**config.mk**
```make
export PLATFORM = sky130hd
export DESIGN_NAME = jump_redirect_fifo
export DESIGN_NICKNAME = d
export VERILOG_FILES = /design/src/rtl/jump_pkg.sv /design/src/rtl/jump_redirect_fifo.sv
export SDC_FILE = /design/constraint.sdc
export NUM_CORES = 1
export LEC_CHECK = 0
export CORE_UTILIZATION = 49
export DETAILED_ROUTE_END_ITERATION = 7
export PLACE_DENSITY = 0.78
export SLEW_MARGIN = 5
export SYNTH_ARGS = -nofsm -noshare
export SYNTH_HDL_FRONTEND = slang
export SYNTH_SLANG_ARGS = --single-unit
```
**constraint.sdc**
```tcl
create_clock -name clk -period 2.5 [get_ports clk]
set_input_delay 0.5 -clock clk [delete_from_list [all_inputs] [get_ports clk]]
set_output_delay 0.5 -clock clk [all_outputs]
set_load 0.01 [all_outputs]
```
**src/rtl/jump_pkg.sv**
```systemverilog
// jump_pkg: shared defaults and redirect record for the jump redirect path
//   JUMP_ADDR_W / JUMP_DEPTH : default target width and buffer depth
//   redirect_t               : {branch, addr} record at the default width
package jump_pkg;
   localparam int JUMP_ADDR_W = 32;
   localparam int JUMP_DEPTH  = 4;
   typedef struct packed {
      logic                   branch;
      logic [JUMP_ADDR_W-1:0] addr;
   } redirect_t;
endpackage

```
**src/rtl/jump_redirect_fifo.sv**
```systemverilog
// jump_redirect_fifo: in-order buffer of branch redirects with occupancy high-water mark
//   clk, rsta                           : clock, async active-low reset
//   in_valid/in_ready/in_branch/in_addr : producer side
//   out_valid/out_ready/out_branch/out_addr : consumer side, zeroed while empty
//   flush                               : sync discard of all entries and hwm
//   count, hwm                          : occupancy and peak occupancy
module jump_redirect_fifo
   import jump_pkg::*;
#(
   parameter int ADDR_W  = JUMP_ADDR_W,
   parameter int DEPTH   = JUMP_DEPTH,
   parameter int DROP_NT = 1
) (
   input  logic                     clk,
   input  logic                     rsta,
   input  logic                     in_valid,
   output logic                     in_ready,
   input  logic                     in_branch,
   input  logic [ADDR_W-1:0]        in_addr,
   output logic                     out_valid,
   input  logic                     out_ready,
   output logic                     out_branch,
   output logic [ADDR_W-1:0]        out_addr,
   input  logic                     flush,
   output logic [$clog2(DEPTH):0]   count,
   output logic [$clog2(DEPTH):0]   hwm
);
   localparam int PW = $clog2(DEPTH);
   localparam int CW = PW + 1;
   logic [ADDR_W:0]   mem [DEPTH];
   logic [PW-1:0]     wr_ptr, rd_ptr;
   logic [CW-1:0]     count_next;
   logic              push, pop;
   assign in_ready  = count != CW'(DEPTH);
   assign out_valid = count != '0;
   assign {out_branch, out_addr} = out_valid ? mem[rd_ptr] : '0;
   // not-taken beats are accepted on the handshake but never stored
   assign push = in_valid && in_ready && (in_branch || DROP_NT == 0);
   assign pop  = out_valid && out_ready;
   assign count_next = (push && !pop) ? count + CW'(1) :
                       (pop && !push) ? count - CW'(1) : count;
   always_ff @(posedge clk)
      if (push && !flush) mem[wr_ptr] <= {in_branch, in_addr};
   always_ff @(posedge clk or negedge rsta)
      if (!rsta) begin
         wr_ptr <= '0;
         rd_ptr <= '0;
         count  <= '0;
         hwm    <= '0;
      end else if (flush) begin
         wr_ptr <= '0;
         rd_ptr <= '0;
         count  <= '0;
         hwm    <= '0;
      end else begin
         wr_ptr <= push ? wr_ptr + PW'(1) : wr_ptr;
         rd_ptr <= pop ? rd_ptr + PW'(1) : rd_ptr;
         count  <= count_next;
         hwm    <= (count_next > hwm) ? count_next : hwm;
      end
endmodule

```
==> results of run 1 <==
path summary, 6_finish.rpt:
path	end	cells after the start
max	hwm[0]	14
min	count[1]	1
max reg2reg	hwm[0]	14
min reg2reg	wr_ptr[1]	2
max in group asynchronous	rd_ptr[1]	1
min in group clk	wr_ptr[1]	2
critical path, cell delays in order (launching register included):
cell and delay, ns:
dfrtp_1 0.37, inv_2 0.07, ha_4 0.19, nand2b_4 0.11, nand2_4 0.05, maj3_2 0.31
a22oi_2 0.22, inv_2 0.08, ha_4 0.27, nor2b_1 0.13, o21ai_1 0.09, a32oi_2 0.16
buf_6 0.15, nand2b_4 0.12, a21oi_2 0.04
power breakdown:
group          switching [mW]  internal [mW]
combinational            1.34           1.76
sequential             0.0572           2.69
clock                    1.00           1.51
per-stage QoR:
stage,worst slack (ns),TNS (ns),power [mW],cells
final,0.0220,0,8.35,565
after global routing,-0.0463,-0.508,8.74,565
after CTS,-0.0548,-0.0597,8.29,567
after detailed placement,-0.424,-1.26,5.50,521
after global placement,-0.284,-0.793,5.45,521
after floorplan,-0.0399,-0.0399,4.31,286
flip-flops by register name (all words and copies together) (netlist names):
| signal | flops |
|---|---|
| wr_ptr | 2 |
| count | 3 |
| mem | 132 |
| rd_ptr | 2 |
| hwm | 3 |
per-layer routing:
| layer | global-route usage, % | part of all wire, % |
|---|---|---|
| met1 | 25.2 | 42 |
| met2 | 32.2 | 51 |
| met3 | 6.16 | 5.9 |
| met4 | 6.00 | 0.87 |
| met5 | 0 | 0 |
synthesized netlist by cell type (all sizes together):
master,n,area share [%]
xnor2,1,0.15
a22oi,1,0.22
nand2b,3,0.33
or3,1,0.11
a32oi,1,0.15
o21ai,2,0.18
a31oi,1,0.11
nor2b,2,0.22
a211oi,2,0.26
edfxtp,132,70
nand2,5,0.46
xnor3,1,0.39
dfrtp,10,4.4
maj3,1,0.20
xor2,2,0.31
o41ai,1,0.15
nor2,9,0.59
and2,37,4.1
inv,10,0.66
ha,10,2.2
nand4b,1,0.15
clkbuf,4,0.26
mux4,33,13
buf,9,1.1
a21oi,4,0.42
nand3,3,0.35
layout make-up:
class                           instances  area [um2]
Tap cell                              143         179
Clock inverter                         14         170
Fill cell                             759        3690
Sequential cell                       142        4220
Inverter                               10        37.5
Multi-Input combinational cell        121        1480
Timing Repair Buffer                  117        1170
Clock buffer                           18         429
logic make-up after synthesis:
kind of cell / after synthesis / synth area share [%]
compound gates: 12 / 1.49
xor+xnor: 4 / 0.856
fa+ha+maj: 11 / 2.39
buf+inv: 23 / 2.06
flops: 142 / 73.9
mux: 33 / 13.0
simple gates: 61 / 6.27
timing repair:
action / in CTS / in global routing
gates resized for setup: 118 / 20
buffers inserted: 11 / 2
endpoints found under the setup margin: 36 / 34
pin swaps: 2 / 10
cloned: 3 / 0
hold buffers: 0 / 0
==> reports/qor.txt, run 1 <==
status -> complete, no violations
drc violations -> 0
clock latency on the worst-skew pair -> 0.41 ns
Max transition margin -> 67.1%
Max H-tree Level -> 4
via-per-instance ratio -> 5.36
Max IR drop VDD -> 0.000787 V
Crit path required time -> 2.80 ns
NumNets Final -> 457
FP Rows -> 39
CTS tree -> yes
final instance area -> 7670 um2
critical path startpoint -> count[1]
largest net degree at the start of global routing -> 25
hpwl dp -> 6340 um
hold crit path type -> input port to async pin
CP endpoint kind -> flop
Ant. Diodes -> 0
Clock Skew -> 0.00941 ns
nature of the critical path startpoint -> flop
all-layer global routing usage -> 19.7%
Iteration-0 DRC Markers -> 146
CP arrival -> 2.78 ns
synth-to-layout area growth -> 34.6%
maxcap violations -> 0
most common cell after layout, fill and taps aside -> edfxtp_1
Power Density -> 1090 nW/um2
register area share after synthesis -> 73.9%
I/O Buffers -> 78
critical path class -> flop to flop
share of cells above drive strength 1 -> 37.9%
fin crit period -> 2.48 ns
actual slew at the worst max-slew pin -> 0.492 ns
dpl cell area -> 6930 um2
Hold WS -> 0.419 ns
Yosys reg bits -> 142
syn_nets -> 334
CTS root buffer -> clkbuf_16
Leak -> 2.73 nW
effective utilization at floorplan -> 50.2%
Die X -> 110 um
Core ar. -> 11400 um2
most frequent cells in the layout -> 132 x edfxtp_1, 45 x clkdlybuf4s50_1, 33 x mux4_2
vias -> 3028
total grt overflow -> 0
reg-to-reg slack, setup -> 0.02 ns
Yosys cell types -> 32
Syn Inst Count -> 286
drt pass-1 iters -> 4
final core utilization -> 67.5%
CTS buffer count -> 17
antenna-violating nets left -> 0
Die Y -> 110 um
WL final -> 10800 um
upper clock frequency limit -> 404 MHz
RSZ-0062 raised after global routing -> true
initial antenna violation count -> 0
synth warn -> 0
Die ar. -> 12100 um2
vias in the first global route -> 3095
Syn Std Cell Area -> 5700 um2
Avg WL per Cell -> 19.1 um
Slew Viols, Final -> 0
reg2reg start -> count[1]
setup violators final -> 0
GPL Wtd Cong -> 0.881
Sink Count -> 142
Max Fanout on Critical Path -> 6
CTS Buffer Depth -> 2
period utilization -> 99.1%
Clk pin slew, worst setup/hold paths -> 0.06 ns
Final Hold Viols -> 0
syn_area_per_cell -> 19.9 um2
Ports -> 79
first-pass GRT wire length -> 16500 um
Note: power is estimated with default switching activity, not from simulation.
==> run 2, diff against run 1 <==
--- a/config.mk
+++ b/config.mk
@@ -7,6 +7,7 @@
 export LEC_CHECK = 0
 export CORE_UTILIZATION = 49
 export DETAILED_ROUTE_END_ITERATION = 7
+export MAX_ROUTING_LAYER = met4
 export PLACE_DENSITY = 0.78
 export SLEW_MARGIN = 5
 export SYNTH_ARGS = -nofsm -noshare
==> reports/qor.txt, run 2 (same netlist as run 1, synthesis figures left out) <==
status -> complete, no violations
via-per-instance ratio -> 5.38 (+0.40%)
Max IR drop VDD -> 0.000785 V (-0.21%)
Final Hold Viols -> 0 (unchanged)
Max transition margin -> 67.0% (-0.15 points)
Iteration-0 DRC Markers -> 143 (-2.1%)
Post-Place Cells -> 521 (unchanged)
drc violations -> 0 (unchanged)
Max Fanout on Critical Path -> 6 (unchanged)
WL final -> 10800 um (+0.36%)
vias in the first global route -> 3090 (-0.16%)
Comb power frac -> 37.1% (about the same)
all-layer global routing usage -> 20.2% (+0.58 points)
vias -> 3040 (+0.40%)
first-pass GRT wire length -> 16400 um (about the same)
hold crit path type -> input port to async pin
Crit path required time -> 2.00 ns (-0.80 ns)
antenna-violating nets left -> 0 (unchanged)
GPL Wtd Cong -> 0.895 (+1.7%)
Clock Skew -> 0.00805 ns (-0.00136 ns)
actual slew at the worst max-slew pin -> 0.494 ns (+0.00228 ns)
Ant. Diodes -> 0 (unchanged)
maxcap violations -> 0 (unchanged)
Most flops, register -> mem
Die ar. -> 12100 um2 (unchanged)
I/O Buffers -> 78 (unchanged)
net switching power -> 2.40 mW (+0.38%)
Leak -> 2.73 nW (unchanged)
fin crit period -> 2.48 ns (+0.00117 ns)
CTS tree -> yes
pre-CTS setup slack -> -0.424 ns (unchanged)
max FFs per register -> 132 (unchanged)
Non-Filler Instances -> 565 (unchanged)
most frequent cells in the layout -> 132 x edfxtp_1, 45 x clkdlybuf4s50_1, 33 x mux4_2
Avg WL per Cell -> 19.1 um (+0.36%)
share of cells above drive strength 1 -> 37.9% (unchanged)
fill count -> 759 (unchanged)
Final Power -> 8.36 mW (+0.10%)
RSZ-0062 raised after global routing -> true
CTS root buffer -> clkbuf_16
reg-to-reg slack, setup -> 0.05 ns (+0.03 ns)
total grt overflow -> 0 (unchanged)
period utilization -> 99.2% (about the same)
clock network fraction of design power -> 30.1% (about the same)
CTS buffer count -> 17 (unchanged)
most common cell after layout, fill and taps aside -> edfxtp_1
effective utilization at floorplan -> 50.2% (unchanged)
initial antenna violation count -> 0 (unchanged)
final core utilization -> 67.5% (unchanged)
synth-to-layout area growth -> 34.6% (unchanged)
Die X -> 110 um (unchanged)
CP arrival -> 1.98 ns (-0.80 ns)
largest net degree at the start of global routing -> 25 (unchanged)
setup violators final -> 0 (unchanged)
Max H-tree Level -> 4 (unchanged)
Clk pin slew, worst setup/hold paths -> 0.06 ns (about the same)
clock latency on the worst-skew pair -> 0.41 ns (about the same)
Slew Viols, Final -> 0 (unchanged)
Hold Buf Count CTS -> 0 (unchanged)
nature of the critical path startpoint -> flop
Hold WS -> 0.419 ns (-0.000212 ns)
Cell Int Power -> 5.96 mW (about the same)
Core ar. -> 11400 um2 (unchanged)
Sink Count -> 142 (unchanged)
switching portion of total power -> 28.8% (+0.079 points)
FP Rows -> 39 (unchanged)
CP endpoint kind -> primary output
CTS Buffer Depth -> 2 (unchanged)
upper clock frequency limit -> 403 MHz (about the same)
Ports -> 79 (unchanged)
NumNets Final -> 457 (unchanged)
hpwl dp -> 6340 um (unchanged)
critical path class -> flop to primary output
Seq pwr share -> 32.9% (about the same)
Top Registers -> mem: 132 flops, count: 3 flops, hwm: 3 flops
PnR worst setup slack -> 0.0208 ns (-0.00117 ns)
Power Density -> 1090 nW/um2 (+0.10%)
drt pass-1 iters -> 4 (unchanged)
Die Y -> 110 um (unchanged)
run 2: cell counts in the layout (fill, tap and decap cells not counted):
Identical to the previous run, type by type.
run 2: cell type report:
cell class	count	area (um2)	share of cell area, %
sequential	142	4220	54.9
timing repair buffer	117	1170	15.2
inverter	10	37.5	0.489
clock inverter	14	170	2.22
clock buffer	18	429	5.59
tap	143	179	2.33
multi-input combinational	121	1480	19.2
run 2: metrics by stage:
stage / instance area (um2) / setup TNS (ns)
5_1_grt: 7670 / -0.478
2_1_floorplan: 5740 / -0.0399
6_report: 7670 / 0
3_3_place_gp: 6930 / -0.793
4_1_cts: 7640 / -0.0597
3_5_place_dp: 6930 / -1.26
run 2: routing by layer:
layer,GRT usage [%],routed length [um]
met1,25.1,4560
met2,32.2,5520
met3,6.16,580
met4,6.00,157
met5,-,0
run 2: repair_timing:
item,in CTS,in global routing
endpoints found under the setup margin,36,34
setup buffers,11,2
gates cloned,3,0
gates resized for setup,118,20
pin swaps,2,10
run 2: power by group through the flow:
stage	sequential [mW]	clock, mW	combinational [mW]
CTS	2.74	2.55	2.99
detailed placement	2.81	0	2.70
finish	2.75	2.51	3.10
global route	2.76	2.66	3.32
floorplan	2.80	0	1.51
global placement	2.80	0	2.65
run 2: path summary, 6_finish.rpt:
check,from,end,cells after the start
max,rd_ptr[0],out_addr[30],6
max in group asynchronous,rsta,rd_ptr[1],1
min reg2reg,wr_ptr[1],wr_ptr[1],2
max reg2reg,count[1],hwm[2],14
min,rsta,count[1],1
min in group clk,wr_ptr[1],wr_ptr[1],2
run 2: worst max-delay path: stages (launching register included):
cell	delay, ns
dfrtp_2	0.42
buf_4	0.14
buf_12	0.10
buf_16	0.12
mux4_2	0.48
and2_1	0.17
buf_2	0.13
==> run 3, diff against run 2 <==
--- a/config.mk
+++ b/config.mk
@@ -9,7 +9,6 @@
 export DETAILED_ROUTE_END_ITERATION = 7
 export MAX_ROUTING_LAYER = met4
 export PLACE_DENSITY = 0.78
-export SLEW_MARGIN = 5
 export SYNTH_ARGS = -nofsm -noshare
 export SYNTH_HDL_FRONTEND = slang
 export SYNTH_SLANG_ARGS = --single-unit
==> results of run 3 <==
Final layout, timing and power as in run 2 (identical DEF).
